==> config.mk <==
export PLATFORM = sky130hd
export DESIGN_NAME = c5_shifter_pipe_flat
export DESIGN_NICKNAME = d
export VERILOG_FILES = /design/src/rtl/c5_shifter_pipe_pkg.sv /design/src/rtl/c5_shifter_pipe_if.sv /design/src/rtl/c5_shift_level.sv /design/src/rtl/c5_shifter_pipe.sv /design/src/flat_wrapper.sv
export SDC_FILE = /design/constraint.sdc
export NUM_CORES = 1
export LEC_CHECK = 0
export CORE_MARGIN = 10
export CORE_UTILIZATION = 57
export CTS_CLUSTER_DIAMETER = 100
export DETAILED_ROUTE_END_ITERATION = 6
export HOLD_SLACK_MARGIN = 0.08
export PLACE_DENSITY = 0.88
export RECOVER_POWER = 25
export SYNTH_ARGS = -nofsm -noshare
export SYNTH_HDL_FRONTEND = slang
export SYNTH_SLANG_ARGS = --single-unit
==> constraint.sdc <==
create_clock -name I_clk -period 3.2 [get_ports I_clk]
set_clock_uncertainty 0.2 [all_clocks]
set_input_delay 0.64 -clock I_clk [delete_from_list [all_inputs] [get_ports I_clk]]
set_output_delay 0.64 -clock I_clk [all_outputs]
set_load 0.01 [all_outputs]
==> src/rtl/c5_shifter_pipe_pkg.sv <==
// Shared definitions for the pipelined barrel shifter: function codes and
// elaboration helpers that place the stage registers between shift levels.
package c5_shifter_pipe_pkg;

  typedef enum logic [2:0] {
    SHIFT_LEFT_UNSIGNED  = 3'b000,
    SHIFT_RIGHT_UNSIGNED = 3'b001,
    SHIFT_RIGHT_SIGNED   = 3'b010,
    SHIFT_ROTATE_RIGHT   = 3'b011,
    SHIFT_ROTATE_LEFT    = 3'b100,
    SHIFT_ZERO           = 3'b101
  } shift_func_t;

  localparam int SHIFT_FUNC_W = 3;

  // Older 2-bit function fields map onto the 3-bit space by zero-extension.
  function automatic logic [SHIFT_FUNC_W-1:0] shift_func_from_legacy(input logic [1:0] f);
    return {1'b0, f};
  endfunction

  function automatic logic func_is_shift(input logic [SHIFT_FUNC_W-1:0] f);
    return f <= SHIFT_ROTATE_LEFT;
  endfunction

  // Stage index whose register follows level lvl, or -1 if the level is combinational.
  function automatic int reg_stage(input int lvl, input int shw, input int stages);
    int r;
    r = -1;
    for (int s = 0; s < stages; s++) begin
      if ((s + 1) * shw / stages - 1 == lvl) r = s;
    end
    return r;
  endfunction

endpackage

==> src/rtl/c5_shifter_pipe_if.sv <==
// Request/response bundle of the shifter: issue side, result side and flush.
interface c5_shifter_pipe_if #(
  parameter int WIDTH     = 32,
  parameter int TAG_WIDTH = 4
);
  localparam int SHW = $clog2(WIDTH);

  logic                 I_flush;
  logic                 I_valid;
  logic                 O_ready;
  logic [WIDTH-1:0]     I_value;
  logic [SHW-1:0]       I_shift_amount;
  logic [2:0]           I_shift_func;
  logic [TAG_WIDTH-1:0] I_tag;
  logic                 O_valid;
  logic                 I_ready;
  logic [WIDTH-1:0]     O_result;
  logic [TAG_WIDTH-1:0] O_tag;
  logic                 O_busy;

  modport master (
    output I_flush, I_valid, I_value, I_shift_amount, I_shift_func, I_tag, I_ready,
    input  O_ready, O_valid, O_result, O_tag, O_busy
  );

  modport slave (
    input  I_flush, I_valid, I_value, I_shift_amount, I_shift_func, I_tag, I_ready,
    output O_ready, O_valid, O_result, O_tag, O_busy
  );
endinterface

==> src/rtl/c5_shift_level.sv <==
// One log-shifter level: conditionally shifts or rotates by a fixed DIST bits.
module c5_shift_level
  import c5_shifter_pipe_pkg::*;
#(
  parameter int WIDTH = 32,
  parameter int DIST  = 1
) (
  input  logic [WIDTH-1:0] din,
  input  logic [2:0]       func,
  input  logic             en,
  input  logic             fill,
  output logic [WIDTH-1:0] dout
);

  always_comb begin
    dout = din;
    if (en) begin
      case (func)
        SHIFT_LEFT_UNSIGNED:  dout = {din[WIDTH-DIST-1:0], {DIST{1'b0}}};
        SHIFT_RIGHT_UNSIGNED: dout = {{DIST{1'b0}}, din[WIDTH-1:DIST]};
        SHIFT_RIGHT_SIGNED:   dout = {{DIST{fill}}, din[WIDTH-1:DIST]};
        SHIFT_ROTATE_RIGHT:   dout = {din[DIST-1:0], din[WIDTH-1:DIST]};
        SHIFT_ROTATE_LEFT:    dout = {din[WIDTH-DIST-1:0], din[WIDTH-1:WIDTH-DIST]};
        default:              dout = '0;
      endcase
    end
  end

endmodule

==> src/rtl/c5_shifter_pipe.sv <==
// Pipelined barrel shifter/rotator: SHW log-shifter levels with PIPE_STAGES
// registers spread between them, global stall and a pass-through tag.
module c5_shifter_pipe
  import c5_shifter_pipe_pkg::*;
#(
  parameter int WIDTH       = 32,
  parameter int PIPE_STAGES = 2,
  parameter int TAG_WIDTH   = 4
) (
  input  logic               I_clk,
  input  logic               I_reset_n,
  c5_shifter_pipe_if.slave   bus
);

  localparam int SHW = $clog2(WIDTH);

  logic                   advance;
  logic                   accept;
  logic [PIPE_STAGES-1:0] vld_all;

  // Every register moves together; bubbles are held rather than squeezed out.
  assign advance = !bus.O_valid || bus.I_ready;
  assign accept  = bus.I_valid && advance && !bus.I_flush;

  for (genvar k = 0; k < SHW; k++) begin : g_lvl
    localparam int RS = reg_stage(k, SHW, PIPE_STAGES);

    logic [WIDTH-1:0]     d_in;
    logic [WIDTH-1:0]     d_lvl;
    logic [WIDTH-1:0]     d_out;
    logic [TAG_WIDTH-1:0] t_in;
    logic [TAG_WIDTH-1:0] t_out;
    logic                 v_in;
    logic                 v_out;
    logic [2:0]           f_in;
    logic                 fill_in;
    logic [SHW-1:k]       a_in;

    if (k == 0) begin : g_src
      // Unsupported codes become a zero operand shifted left: the result is 0.
      assign d_in    = func_is_shift(bus.I_shift_func) ? bus.I_value : '0;
      assign f_in    = func_is_shift(bus.I_shift_func) ? bus.I_shift_func : 3'(SHIFT_LEFT_UNSIGNED);
      assign fill_in = bus.I_value[WIDTH-1];
      assign a_in    = bus.I_shift_amount;
      assign t_in    = bus.I_tag;
      assign v_in    = accept;
    end else begin : g_chain
      assign d_in    = g_lvl[k-1].d_out;
      assign f_in    = g_lvl[k-1].g_side.f_out;
      assign fill_in = g_lvl[k-1].g_side.fill_out;
      assign a_in    = g_lvl[k-1].g_side.a_out;
      assign t_in    = g_lvl[k-1].t_out;
      assign v_in    = g_lvl[k-1].v_out;
    end

    c5_shift_level #(
      .WIDTH (WIDTH),
      .DIST  (1 << k)
    ) u_level (
      .din  (d_in),
      .func (f_in),
      .en   (a_in[k]),
      .fill (fill_in),
      .dout (d_lvl)
    );

    if (RS < 0) begin : g_comb
      assign d_out = d_lvl;
      assign t_out = t_in;
      assign v_out = v_in;
    end else begin : g_reg
      // ---- stage register RS: after level k ----
      always_ff @(posedge I_clk or negedge I_reset_n) begin
        if (!I_reset_n)       v_out <= 1'b0;
        else if (bus.I_flush) v_out <= 1'b0;
        else if (advance)     v_out <= v_in;
      end

      always_ff @(posedge I_clk) begin
        if (advance) begin
          d_out <= d_lvl;
          t_out <= t_in;
        end
      end

      assign vld_all[RS] = v_out;
    end

    // Function, fill and the not-yet-used amount bits ride along to later levels.
    if (k < SHW - 1) begin : g_side
      logic [2:0]       f_out;
      logic             fill_out;
      logic [SHW-1:k+1] a_out;

      if (RS < 0) begin : g_comb
        assign f_out    = f_in;
        assign fill_out = fill_in;
        assign a_out    = a_in[SHW-1:k+1];
      end else begin : g_reg
        always_ff @(posedge I_clk) begin
          if (advance) begin
            f_out    <= f_in;
            fill_out <= fill_in;
            a_out    <= a_in[SHW-1:k+1];
          end
        end
      end
    end
  end

  assign bus.O_valid  = g_lvl[SHW-1].v_out;
  assign bus.O_result = bus.O_valid ? g_lvl[SHW-1].d_out : '0;
  assign bus.O_tag    = bus.O_valid ? g_lvl[SHW-1].t_out : '0;
  assign bus.O_busy   = |vld_all;
  assign bus.O_ready  = advance && !bus.I_flush;

endmodule

==> src/flat_wrapper.sv <==
// flat-port wrapper written by rule: the top's interface ports become plain ports
module c5_shifter_pipe_flat import c5_shifter_pipe_pkg::*;
#(
  parameter int WIDTH       = 32,
  parameter int PIPE_STAGES = 2,
  parameter int TAG_WIDTH   = 4
)
  (I_clk, I_reset_n, bus_I_flush, bus_I_valid, bus_I_value, bus_I_shift_amount, bus_I_shift_func, bus_I_tag, bus_I_ready, bus_O_ready, bus_O_valid, bus_O_result, bus_O_tag, bus_O_busy);
  c5_shifter_pipe_if #(.WIDTH(WIDTH), .TAG_WIDTH(TAG_WIDTH)) bus_i ();
  input  logic I_clk;
  input  logic I_reset_n;
  input wire logic [$bits(bus_i.I_flush)-1:0] bus_I_flush;
  input wire logic [$bits(bus_i.I_valid)-1:0] bus_I_valid;
  input wire logic [$bits(bus_i.I_value)-1:0] bus_I_value;
  input wire logic [$bits(bus_i.I_shift_amount)-1:0] bus_I_shift_amount;
  input wire logic [$bits(bus_i.I_shift_func)-1:0] bus_I_shift_func;
  input wire logic [$bits(bus_i.I_tag)-1:0] bus_I_tag;
  input wire logic [$bits(bus_i.I_ready)-1:0] bus_I_ready;
  output wire logic [$bits(bus_i.O_ready)-1:0] bus_O_ready;
  output wire logic [$bits(bus_i.O_valid)-1:0] bus_O_valid;
  output wire logic [$bits(bus_i.O_result)-1:0] bus_O_result;
  output wire logic [$bits(bus_i.O_tag)-1:0] bus_O_tag;
  output wire logic [$bits(bus_i.O_busy)-1:0] bus_O_busy;
  assign bus_i.I_flush = bus_I_flush;
  assign bus_i.I_valid = bus_I_valid;
  assign bus_i.I_value = bus_I_value;
  assign bus_i.I_shift_amount = bus_I_shift_amount;
  assign bus_i.I_shift_func = bus_I_shift_func;
  assign bus_i.I_tag = bus_I_tag;
  assign bus_i.I_ready = bus_I_ready;
  assign bus_O_ready = bus_i.O_ready;
  assign bus_O_valid = bus_i.O_valid;
  assign bus_O_result = bus_i.O_result;
  assign bus_O_tag = bus_i.O_tag;
  assign bus_O_busy = bus_i.O_busy;
  c5_shifter_pipe #(.WIDTH(WIDTH), .PIPE_STAGES(PIPE_STAGES), .TAG_WIDTH(TAG_WIDTH)) u_core (.I_clk(I_clk), .I_reset_n(I_reset_n), .bus(bus_i));
endmodule
==> results of run 1 <==
## kinds of logic (layout without fill, tap and decap cells)
family | count (synthesis) | count (layout) | share of synthesized area [%]
buf+inv | 94 | 145 | 6.53
mux | 29 | 29 | 4.17
simple gates | 326 | 326 | 22.6
compound gates | 336 | 336 | 32.3
flops | 81 | 81 | 34.4
## sequential cells by signal (all words and copies together), names as in the netlist
register                      flops
u_core.bus.O_valid                1
u_core.g_lvl.d_out               64
u_core.g_lvl.g_side.a_out         3
u_core.g_lvl.g_side.f_out         3
u_core.g_lvl.g_side.fill_out      1
u_core.g_lvl.t_out                8
u_core.g_lvl.v_out                1
## worst max-delay path: stages
cell and delay, ns:
dlygate4sd3_1 0.54, nor2b_1 0.24, nor2_1 0.06, clkdlybuf4s50_1 0.48
## through the flow
step / cell area [um^2] / hold slack (ns) / total power, mW
floorplan: 7050 / 0.144 / 2.12
global placement: 8030 / 0.201 / 2.49
detailed placement: 8030 / 0.205 / 2.51
CTS: 8320 / 0.220 / 3.52
global route: 8300 / 0.225 / 3.68
finish: 8300 / 0.221 / 3.56
## power by group through the flow
stage               Combinational [mW]  Sequential (mW)  Clock, mW
finish                            1.04             1.49       1.03
CTS                               1.01             1.48       1.03
global route                      1.12             1.50       1.07
detailed placement                1.00             1.50          0
global placement                 0.995             1.50          0
floorplan                        0.702             1.42          0
## cell type report
class                      instances  share of cell area [%]
tap                              168                    2.53
clock inverter                     6                   0.603
clock buffer                      10                    2.88
inverter                          11                   0.497
timing repair buffer             118                    14.1
sequential                        81                    29.2
multi-input combinational        691                    50.2
## routing by layer
layer | vias to the layer above | GRT usage, %
met5 | - | 0
met4 | 0 | 13.4
met3 | 100 | 3.93
met2 | 556 | 41.0
met1 | 3398 | 32.3
li1 | 3376 | -
## placed cells by master, fill, tap and decap left out, types with 9 or more instances in the layout
master / count
a221oi_1: 9
nand3_1: 30
a211o_1: 14
o21ai_0: 54
clkbuf_16: 9
a21oi_1: 96
nor2b_1: 45
edfxtp_1: 79
dlygate4sd3_1: 11
mux2i_1: 26
o22ai_1: 17
and2_1: 39
o221ai_1: 26
nor2_1: 44
a31oi_1: 13
clkdlybuf4s50_1: 74
buf_4: 25
inv_1: 10
o31ai_1: 23
nand2_1: 138
## how the worst max path moves through the flow
stage / cells after the start / endpoint / from
after floorplan: 2 / u_core.g_lvl[1].d_out[0] / bus_I_ready
after global placement: 7 / u_core.g_lvl[1].d_out[28] / bus_I_shift_func[0]
after detailed placement: 6 / u_core.g_lvl[1].d_out[29] / bus_I_shift_func[0]
after CTS: 3 / bus_O_result[30] / u_core.bus.O_valid
after global routing: 5 / u_core.g_lvl[4].d_out[28] / u_core.g_lvl[1].g_side.a_out[2]
final: 4 / bus_O_ready / bus_I_ready
==> impl_metrics.json, run 1 <==
{
  "wl_met2_um": 10700,
  "sw_frac_of_total_pct": 34.6,
  "reg2reg_to": "u_core.g_lvl[4].d_out[28]",
  "netlist_instances": 866,
  "hold_viol_final": 0,
  "hpwl_um": 16200,
  "via_per_inst": 6.85,
  "synth_area_leaders": "edfxtp_1 (34%), nand2_1 (7.3%), a21oi_1 (6.8%), nor2b_1 (4.0%), o21ai_0 (3.8%)",
  "placedCellCount": 1069,
  "synthTopCellsByCount": "nand2_1 (138), a21oi_1 (96), edfxtp_1 (79), o21ai_0 (54)",
  "finalSetupTns_ns": 0,
  "fin_nets": 961,
  "synth_area_leader_cell": "edfxtp_1",
  "multi_input_area_mm2": 0.00417,
  "cts.sink_count": 81,
  "syn_to_final_growth_pct": 17.7,
  "fin_crit_sh_pct": 87.7,
  "power_frac_seq_pct": 41.9,
  "final_antenna_net_count": 0,
  "avgSynthCellArea_um2": 8.14,
  "synth_seq_area_share_pct": 34.4,
  "fp.dieW_um": 131,
  "setup_violations": 0,
  "ys.flop_type": "edfxtp_1",
  "worstRegToRegCells": 5,
  "holdPathEnd": "u_core.g_lvl[4].t_out[2]",
  "synth_most_common_cell": "nand2_1",
  "critPathKind": "in -> out",
  "hp-start": "u_core.g_lvl[1].t_out[2]",
  "status": "finished clean",
  "post_cts_buffers": 0,
  "arrival_ns": 1.97,
  "pre_cts_ws_ns": 0.281,
  "cts-htree-levels": 3,
  "syn_area_mm2": 0.00705,
  "drt-initial-drc-count": 876,
  "num_rows": 40,
  "synth.distinct_cells": 72,
  "r2r_slack_ns": 0.42,
  "clock_power_share_pct": 28.9,
  "syn-num-nets": 915,
  "crit_required_ns": 2.36,
  "fin_crit_ns": 2.81,
  "cts_tree": "yes",
  "critPathLaunchType": "primary input",
  "hold_class": "reg -> reg",
  "num_vias": 7430,
  "first_pass_iters": 6,
  "finish.utilization_pct": 68.8,
  "highest_layer": "met4",
  "ys_ff_latch": 81,
  "ios": 88,
  "root_buffer": "clkbuf_16",
  "start_util_pct": 58.4,
  "cts-buffers-inserted": 9,
  "rsz0062_at_grt": "false",
  "grt.overflow.total": 0,
  "fillCellCount": 989,
  "clk_latency_ns": 0.35,
  "slew_viol_final": 0,
  "route.met3.wl_um": 2450,
  "fmax_mhz": 356,
  "ctsLongestPathBuffers": 2,
  "core_mm2": 0.0121,
  "path_clk_slew_ns": 0.06,
  "crit_fanout": 4,
  "ir_worst_vdd_uv": 243,
  "total_leakage_power_nw": 3.08,
  "post-route-drc-count": 0,
  "io_buffers": 87,
  "ctsResizeCount": 0,
  "power_density_mw_per_mm2": 429,
  "n_antenna_cell": 0,
  "grt_pass1_vias": 6850,
  "stdcell_count": 1085,
  "worstMarginPinSlew_ns": 0.873,
  "maxCapViolCount": 0,
  "slew_headroom_pct": 41.8,
  "routed_wl_um": 23100,
  "hold_buffers": 0,
  "synth_top_area_share_pct": 33.7,
  "grt_usage_pct": 25.5,
  "grt_pass1_wl_um": 36700,
  "combPwrFrac_pct": 29.2,
  "ys_async_sr_fraction_pct": 2.47,
  "p_int_mw": 2.33,
  "place_congestion": 1.05,
  "wl_per_cell_um": 21.3,
  "grt_max_degree": 72,
  "antenna_found_initial": 0,
  "rr_startpoint": "u_core.g_lvl[1].g_side.a_out[2]",
  "synth_edf_count": 79,
  "cp-end-kind": "primary output",
  "drive_gt1_share_pct": 7.74,
  "p_switching_mw": 1.23,
  "die_h_um": 131,
  "setup_ws_ns": 0.395,
  "wl_met1_um": 8800,
  "die-area_mm2": 0.0172,
  "register_area_mm2": 0.00242,
  "hold_depth": 0,
  "ys_warn_count": 0
}
Note: power is estimated with default switching activity, not from simulation.
==> run 2: changes to the inputs <==
ABC_AREA = 1   (was not set)
==> run 2 against run 1 <==
  * The run now ends with max-capacitance violations, max-slew violations left
  * Global-route usage fell by 5.2 points
  * Critical path depth rose by 5
  * Routed wire length fell by 29%
  * Cell count rose by 5.1%
  * Sequential share of layout area rose by 2.6 points
  * Synthesized area fell by 7.3%
  * Utilization fell by 1.6 points
  * Critical path type is now in -> reg
  * Largest cell class unchanged
  * Largest power group unchanged
  * Highest routed layer unchanged
==> impl_metrics.json, run 2 <==
{
  "rsz0062_at_grt": "false",
  "fin_crit_sh_pct": 88.7,
  "setup_ws_ns": 0.363,
  "hold_viol_final": 0,
  "syn_to_final_growth_pct": 16.5,
  "crit_required_ns": 3.07,
  "cts-htree-levels": 3,
  "final_common_cell": "nand2_1",
  "fillCellCount": 953,
  "path_clk_slew_ns": 0.06,
  "hpwl_um": 11900,
  "drt-initial-drc-count": 550,
  "final_antenna_net_count": 0,
  "syn-num-nets": 992,
  "place_congestion": 0.995,
  "netlist_instances": 943,
  "crit_fanout": 51,
  "maxCapViolCount": 1,
  "fp.dieW_um": 127,
  "worstMarginPinSlew_ns": 1.68,
  "final_cell_mix": "nand2_1 (300), nand3_1 (167), inv_1 (85)",
  "synth_top_area_share_pct": 36.3,
  "routed_wl_um": 16400,
  "ys_async_sr_fraction_pct": 2.47,
  "largest_reg_flops": 64,
  "cts_tree": "yes",
  "fin_nets": 1041,
  "synthTopCellsByCount": "nand2_1 (300), nand3_1 (167), inv_1 (86), edfxtp_1 (79), o21ai_0 (63)",
  "drive_gt1_share_pct": 8.53,
  "total_leakage_power_nw": 3.56,
  "first_pass_iters": 5,
  "arrival_ns": 2.70,
  "cp-end-kind": "register",
  "avgSynthCellArea_um2": 6.93,
  "setup_violations": 0,
  "reg.largest.list": "u_core.g_lvl.d_out: 64 flops, u_core.g_lvl.t_out: 8 flops",
  "fmax_mhz": 352,
  "critPathKind": "in -> reg",
  "ys.flop_type": "edfxtp_1",
  "post-route-drc-count": 0,
  "via_per_inst": 5.69,
  "postPlaceCellArea_mm2": 0.00733,
  "status": "complete, but fails checks",
  "grt_usage_pct": 20.2,
  "num_rows": 39,
  "start_util_pct": 57.7,
  "syn_area_mm2": 0.00653,
  "finalSetupTns_ns": 0,
  "synth_area_leaders": "edfxtp_1 (36%), nand2_1 (17%), nand3_1 (13%), inv_1 (4.9%), o21ai_0 (4.8%)",
  "synth_area_leader_cell": "edfxtp_1",
  "post_cts_buffers": 0,
  "n_antenna_cell": 0,
  "ys_ff_latch": 81,
  "ctsLongestPathBuffers": 2,
  "hold_buffers": 0,
  "core_mm2": 0.0113,
  "pre_cts_ws_ns": 0.276,
  "wl_per_cell_um": 14.4,
  "hold_class": "reg -> reg",
  "synth.distinct_cells": 36,
  "final_area_mm2": 0.00761,
  "power_density_mw_per_mm2": 457,
  "grt_pass1_vias": 5716,
  "grt_max_degree": 81,
  "critPathLaunchType": "primary input",
  "whs_ns": 0.225,
  "cts-buffers-inserted": 9,
  "die_h_um": 127,
  "root_buffer": "clkbuf_16",
  "ys_warn_count": 0,
  "ios": 88,
  "synth_most_common_cell": "nand2_1",
  "ir_worst_vdd_uv": 268,
  "num_vias": 6483,
  "fin_crit_ns": 2.84,
  "grt.overflow.total": 0,
  "grt_pass1_wl_um": 27500,
  "ctsResizeCount": 0,
  "slew_headroom_pct": -11.9,
  "synth_seq_area_share_pct": 37.1,
  "clk_latency_ns": 0.35,
  "io_buffers": 87,
  "die-area_mm2": 0.0161,
  "cts.sink_count": 81,
  "design_power_total_mw": 3.48,
  "slew_viol_final": 81,
  "antenna_found_initial": 0,
  "synth_edf_count": 79,
  "violations": "max-capacitance violations, max-slew violations",
  "max_flop_register": "u_core.g_lvl.d_out"
}
-- run 2: final timing paths --
check | slack [ns] | start | cells after the start | to
max | 0.36 | bus_I_shift_func[1] | 9 | u_core.g_lvl[1].d_out[6]
min | 0.23 | u_core.g_lvl[1].t_out[0] | 0 | u_core.g_lvl[4].t_out[0]
max reg2reg | 0.55 | u_core.bus.O_valid | 4 | u_core.g_lvl[1].d_out[12]
min reg2reg | 0.23 | u_core.g_lvl[1].t_out[0] | 0 | u_core.g_lvl[4].t_out[0]
max in group asynchronous | 2.36 | I_reset_n | 1 | u_core.bus.O_valid
min in group asynchronous | 0.32 | I_reset_n | 1 | u_core.g_lvl[1].v_out
-- run 2: critical path, stage by stage --
cell and delay, ns:
dlygate4sd3_1 0.55, nor2_1 0.35, inv_4 0.10, nand2_8 0.25
o22ai_1 0.12, o21ai_0 0.38, nand2_1 0.10, nand3_1 0.09
o21ai_0 0.11
-- run 2: stage by stage --
step                util, %  std cells
global placement       64.8       1124
floorplan                 -        943
global route           67.3       1140
detailed placement     64.8       1124
finish                 67.3       1140
CTS                    67.5       1140
-- run 2: routing by layer --
metal,routed length (um),vias up,global-route usage [%]
met1,6720,2826,25.6
li1,-,3275,-
met3,1620,39,5.00
met5,0,-,0
met4,459,0,8.04
met2,7600,343,32.4
-- run 2: final cells by class --
type	count	area [um^2]	area share [%]
repair buffers	102	993	13.0
clock buffers	9	225	2.96
multi-input cells	703	3350	44.1
flip-flops and latches	81	2420	31.8
well taps	143	179	2.35
inverters	95	362	4.75
clock inverters	7	77.6	1.02
-- run 2: cell families after synthesis --
family / share of synthesized area [%]
simple gates: 36.7
buf+inv: 11.5
flops: 37.1
compound gates: 14.7
-- run 2: power by group --
group	switching, mW	internal (mW)	total, mW
Clock	0.419	0.610	1.03
Combinational	0.615	0.379	0.994
Sequential	0.0982	1.36	1.46
Total	1.13	2.35	3.48
==> variant 1 (config.mk and constraints of run 2) <==
`PIPE_STAGES` is set to 2 in 2 places; all go to 1.
--- a/src/rtl/c5_shifter_pipe.sv
+++ b/src/rtl/c5_shifter_pipe.sv
@@ -5,5 +5,5 @@
 #(
   parameter int WIDTH       = 32,
-  parameter int PIPE_STAGES = 2,
+  parameter int PIPE_STAGES = 1,
   parameter int TAG_WIDTH   = 4
 ) (
--- a/src/flat_wrapper.sv
+++ b/src/flat_wrapper.sv
@@ -3,5 +3,5 @@
 #(
   parameter int WIDTH       = 32,
-  parameter int PIPE_STAGES = 2,
+  parameter int PIPE_STAGES = 1,
   parameter int TAG_WIDTH   = 4
 )
Formal check against the unedited RTL: not equivalent (a bounded check fails within 4 cycles, from zero or initial values and one cycle with I_reset_n low).
==> variant 1 against run 2 <==
Die area shrank 15%. Power is 36% lower. Worst setup slack worse by 0.18 ns. Critical endpoint is now u_core.g_lvl[4].d_out[23]. Routed wire length increased by 23%. Hold slack gained 0.11 ns. Utilization grew 6.3 points. Synthesized area down 17%. Cell count up 8.3%. Synthesized cell count is 8.9% higher. Sequential cell count fell by 44. First-iteration DRC count up 120%. Final area decreased by 11%. Global-route usage is 7.6 points higher.
==> variant 1: results (changes against run 2) <==
stage;metric;value;unit;change
run_status;status;finished, final reports clean;;
setup_path;ff2ff_setup_slack;1.15;ns;+0.60 ns
placed_design;placed_area;0.00665;sq mm;-9.4%
placed_design;pre_cts_slack;-0.112;ns;-0.389 ns
logic_synthesis;ys_ff_latch;37;;-54%
finish;buffers;142;;+39%
setup_path;rr_endpoint;u_core.g_lvl[4].d_out[9];;
setup_path;critPathLaunch;bus_I_shift_func[0];;
finish;largest_reg_flops;32;;-50%
grt;grt_pass1_vias;6754;;+18%
routing;drtIter0Drc;1218;;+120%
logic_synthesis;syn_nets;1076;;+8.5%
routing;viasPerCell;5.95;;+4.6%
finish;multi_input_area;0.00376;sq mm;+12%
logic_synthesis;synth_cells;1027;;+8.9%
logic_synthesis;netlist_top_cells_count;nand2_1, nand3_1, inv_1;;
clock_network;clk_pin_slew;0.08;ns;+0.02 ns
finish;drive_gt1_share;6.24;%;-2.3 points
clock_network;h-tree-depth;2;;-1
grt;grt_pass1_wl;33.1;mm;+20%
worst_hold_path;holdCritPathClass;in2async;;
finish;fill_cells;855;;-10%
logic_synthesis;synth_cell_types;19;;-47%
routing;firstDrtPassIters;6;;+1
sta;relSlewSlack;36.5;%;+48 points
finish;inv_count;65;;-32%
logic_synthesis;synthTopCellsByArea;nand3_1, nand2_1, edfxtp_1;;
finish;instances_no_fill;1235;;+8.3%
sta;setup_ws;0.179;ns;-0.183 ns
logic_synthesis;ys_async_sr_fraction;2.70;%;+0.23 points
logic_synthesis;ys_seq_area_share;20.5;%;-17 points
placed_design;dp_hpwl;15.8;mm;+32%
clock_network;clock_latency;0.30;ns;-0.05 ns
setup_path;critical_path.max_fanout;38;;-25%
setup_path;r2r_start;u_core.bus.O_busy;;
power;vdd_drop_max;247;uV;-7.8%
grt;grt_max_degree;49;;-40%
finish;multi_input_cells;854;;+21%
[variant 1: cell count changes in the layout (fill, tap and decap cells not counted), sizes merged, moves of 35 or more]
cell,before,now
buf,15,54
nand2,302,422
edfxtp,79,36
nand3,168,374
o21ai,95,14
or2,35,0
[variant 1: how the worst min path moves through the flow]
| stage | from | endpoint | slack (ns) | cells after the start |
|---|---|---|---|---|
| finish | I_reset_n | u_core.bus.O_busy | 0.34 | 1 |
| detailed placement | I_reset_n | u_core.bus.O_busy | 0.59 | 1 |
| floorplan | I_reset_n | u_core.bus.O_busy | 0.14 | 0 |
| global placement | I_reset_n | u_core.bus.O_busy | 0.59 | 1 |
| CTS | I_reset_n | u_core.bus.O_busy | 0.27 | 1 |
| global route | I_reset_n | u_core.bus.O_busy | 0.34 | 1 |
[variant 1: critical path: stages]
cell and delay (ns):
clkdlybuf4s50_1 0.54, nor2_4 0.08, nor2_4 0.10, buf_12 0.19, inv_2 0.07, buf_12 0.15
buf_4 0.15, nand3_1 0.09, nand3_1 0.12, nand3_1 0.10, nand3_1 0.10, nand2_1 0.13
nand2_1 0.06, nand3_1 0.12, nand3_1 0.07, nand2_1 0.08, inv_1 0.06
[variant 1: kinds of logic (layout without fill, tap and decap cells)]
group | after synthesis | after routing
compound gates | 46 | 46
buf+inv | 136 | 215
simple gates | 808 | 808
flops | 37 | 37
[variant 1: layer usage]
metal	vias to the layer above	track usage (%)	routed length, microns
met2	468	44.6	9280
met3	66	4.80	2040
met4	0	11.3	619
li1	3576	-	-
met5	-	0	0
met1	3233	36.1	8160
[variant 1: report_power, final]
part | internal, mW | switching (mW) | total (mW)
logic | 0.406 | 0.677 | 1.08
clock network | 0.314 | 0.187 | 0.501
registers | 0.611 | 0.0225 | 0.634
==> variant 2 (settings of run 2) <==
Without the edit above. Reset style: synchronous (`I_reset_n`), changed in one clocked block.
--- a/src/rtl/c5_shifter_pipe.sv
+++ b/src/rtl/c5_shifter_pipe.sv
@@ -71,5 +71,5 @@
     end else begin : g_reg
       // ---- stage register RS: after level k ----
-      always_ff @(posedge I_clk or negedge I_reset_n) begin
+      always_ff @(posedge I_clk) begin
         if (!I_reset_n)       v_out <= 1'b0;
         else if (bus.I_flush) v_out <= 1'b0;
Formal check against the unedited RTL: differs if I_reset_n is asserted again (counterexample within 4 cycles, from zero or initial values and one cycle with I_reset_n low); with I_reset_n held inactive, the same outputs for 4 cycles.
==> variant 2 against run 2 <==
The run still ends with capacitance limit, slew limit left. Routed wire length down 1.7%. Sequential power is 5% lower. Worst setup slack improved by 0.042 ns. Synthesized area shrank 0.61%. Power shrank 8.1%. Count of clock-buffer cells in the layout unchanged. Register-to-register slack better by 0.24 ns. Final area grew 0.16%. Synthesized cell count up 0.85%. Critical path type unchanged. Global-route usage fell by 0.19 points. Sequential cell count unchanged. Sequential share of layout area shrank 0.18 points. First-iteration DRC count is 16% higher.
==> variant 2: results (changes against run 2) <==
stage;metric;value;unit;change
run_status;failed_checks;capacitance limit, slew limit;;
power;p_sw;0.979;mW;-14%
logic_synthesis;synthTopCellsByArea;edfxtp_1, nand2_1, nand3_1;;
sta;hold_slack;0.218;ns;-0.00699 ns
setup_path;ff2ff_setup_slack;0.79;ns;+0.24 ns
logic_synthesis;ys_async_sr_fraction;0;%;-2.5 points
finish;multi_input_cells;710;;+1.0%
power;comb_power_share;24.8;%;-3.8 points
grt;grt_pass1_vias;5764;;+0.84%
run_status;status;finished, violations left;;
placed_design;gp_congestion;0.919;;-7.6%
sta;slew_violations;81;;unchanged
finish;postLayoutCellArea;0.00763;sq mm;+0.16%
routing;wl_met1;6.91;mm;+2.8%
placed_design;pre_cts_slack;0.212;ns;-0.0639 ns
finish;buffers;107;;+4.9%
grt;grt_pass1_wl;27.7;mm;+0.45%
finish;multi_input_area;0.00335;sq mm;-0.11%
sta;period_share;87.4;%;-1.3 points
finish;inv_count;96;;+1.1%
grt;grt_util_all_layers;20.0;%;-0.19 points
grt;grtUsageMet2;31.1;%;-1.3 points
grt;grtUsageMet1;26.5;%;+0.85 points
finish;nets;1054;;+1.2%
logic_synthesis;syn_nets;1000;;+0.81%
flow_run;drv_cap;1;;unchanged
finish;fill_cells;918;;-3.7%
grt;grt_util_met3;3.83;%;-1.2 points
power;power_frac_seq;43.5;%;+1.7 points
routing;via_count;6464;;-0.29%
placed_design;dp_cells;1134;;+0.89%
setup_path;cpPeakStageDelay;1.17;ns;+0.62 ns
sta;relSlewSlack;-11.0;%;+0.90 points
setup_path;path_delay_family;buffers and inverters;;
finish;seq_area;0.00241;sq mm;-0.41%
placed_design;placed_area;0.00735;sq mm;+0.19%
setup_path;critical_path.max_fanout;80;;+57%
logic_synthesis;netlist_top_cells_count;nand2_1, nand3_1, inv_1;;
setup_path;arrival;2.54;ns;-0.16 ns
routing;wl_met2;7.38;mm;-2.9%
finish;final-clk-cell-share;3.86;%;-0.12 points
finish;layout.nonclk_buf_share;13.5;%;+0.47 points
logic_synthesis;ys_seq_area_share;37.2;%;+0.075 points
power;vdd_drop_max;300;uV;+12%
placed_design;dp_hpwl;11.8;mm;-1.4%
logic_synthesis;synth_compound_area_share;14.7;%;-0.044 points
-- variant 2: cell types whose count changed after synthesis, sizes merged, moves of 3 or more --
cell and change:
a21oi +4, nand2 +14, nand3 -12, a21boi +3, o21ai -3
-- variant 2: worst paths after layout --
path,startpoint,to,depth (start not counted)
setup reg to reg,u_core.g_lvl[1].g_side.f_out[2],u_core.g_lvl[4].d_out[29],9
setup / recovery,bus_I_ready,u_core.g_lvl[1].g_side.a_out[2],4
hold / removal,u_core.g_lvl[1].t_out[1],u_core.g_lvl[4].t_out[1],0
hold reg to reg,u_core.g_lvl[1].t_out[1],u_core.g_lvl[4].t_out[1],0
-- variant 2: cells by family (layout without fill, tap and decap cells) --
family                 Yosys count  count (layout)
AOI/OAI and AO/OA              171             171
and+or+nand+nor                539             539
DFF                             81              81
buffers and inverters          160             219
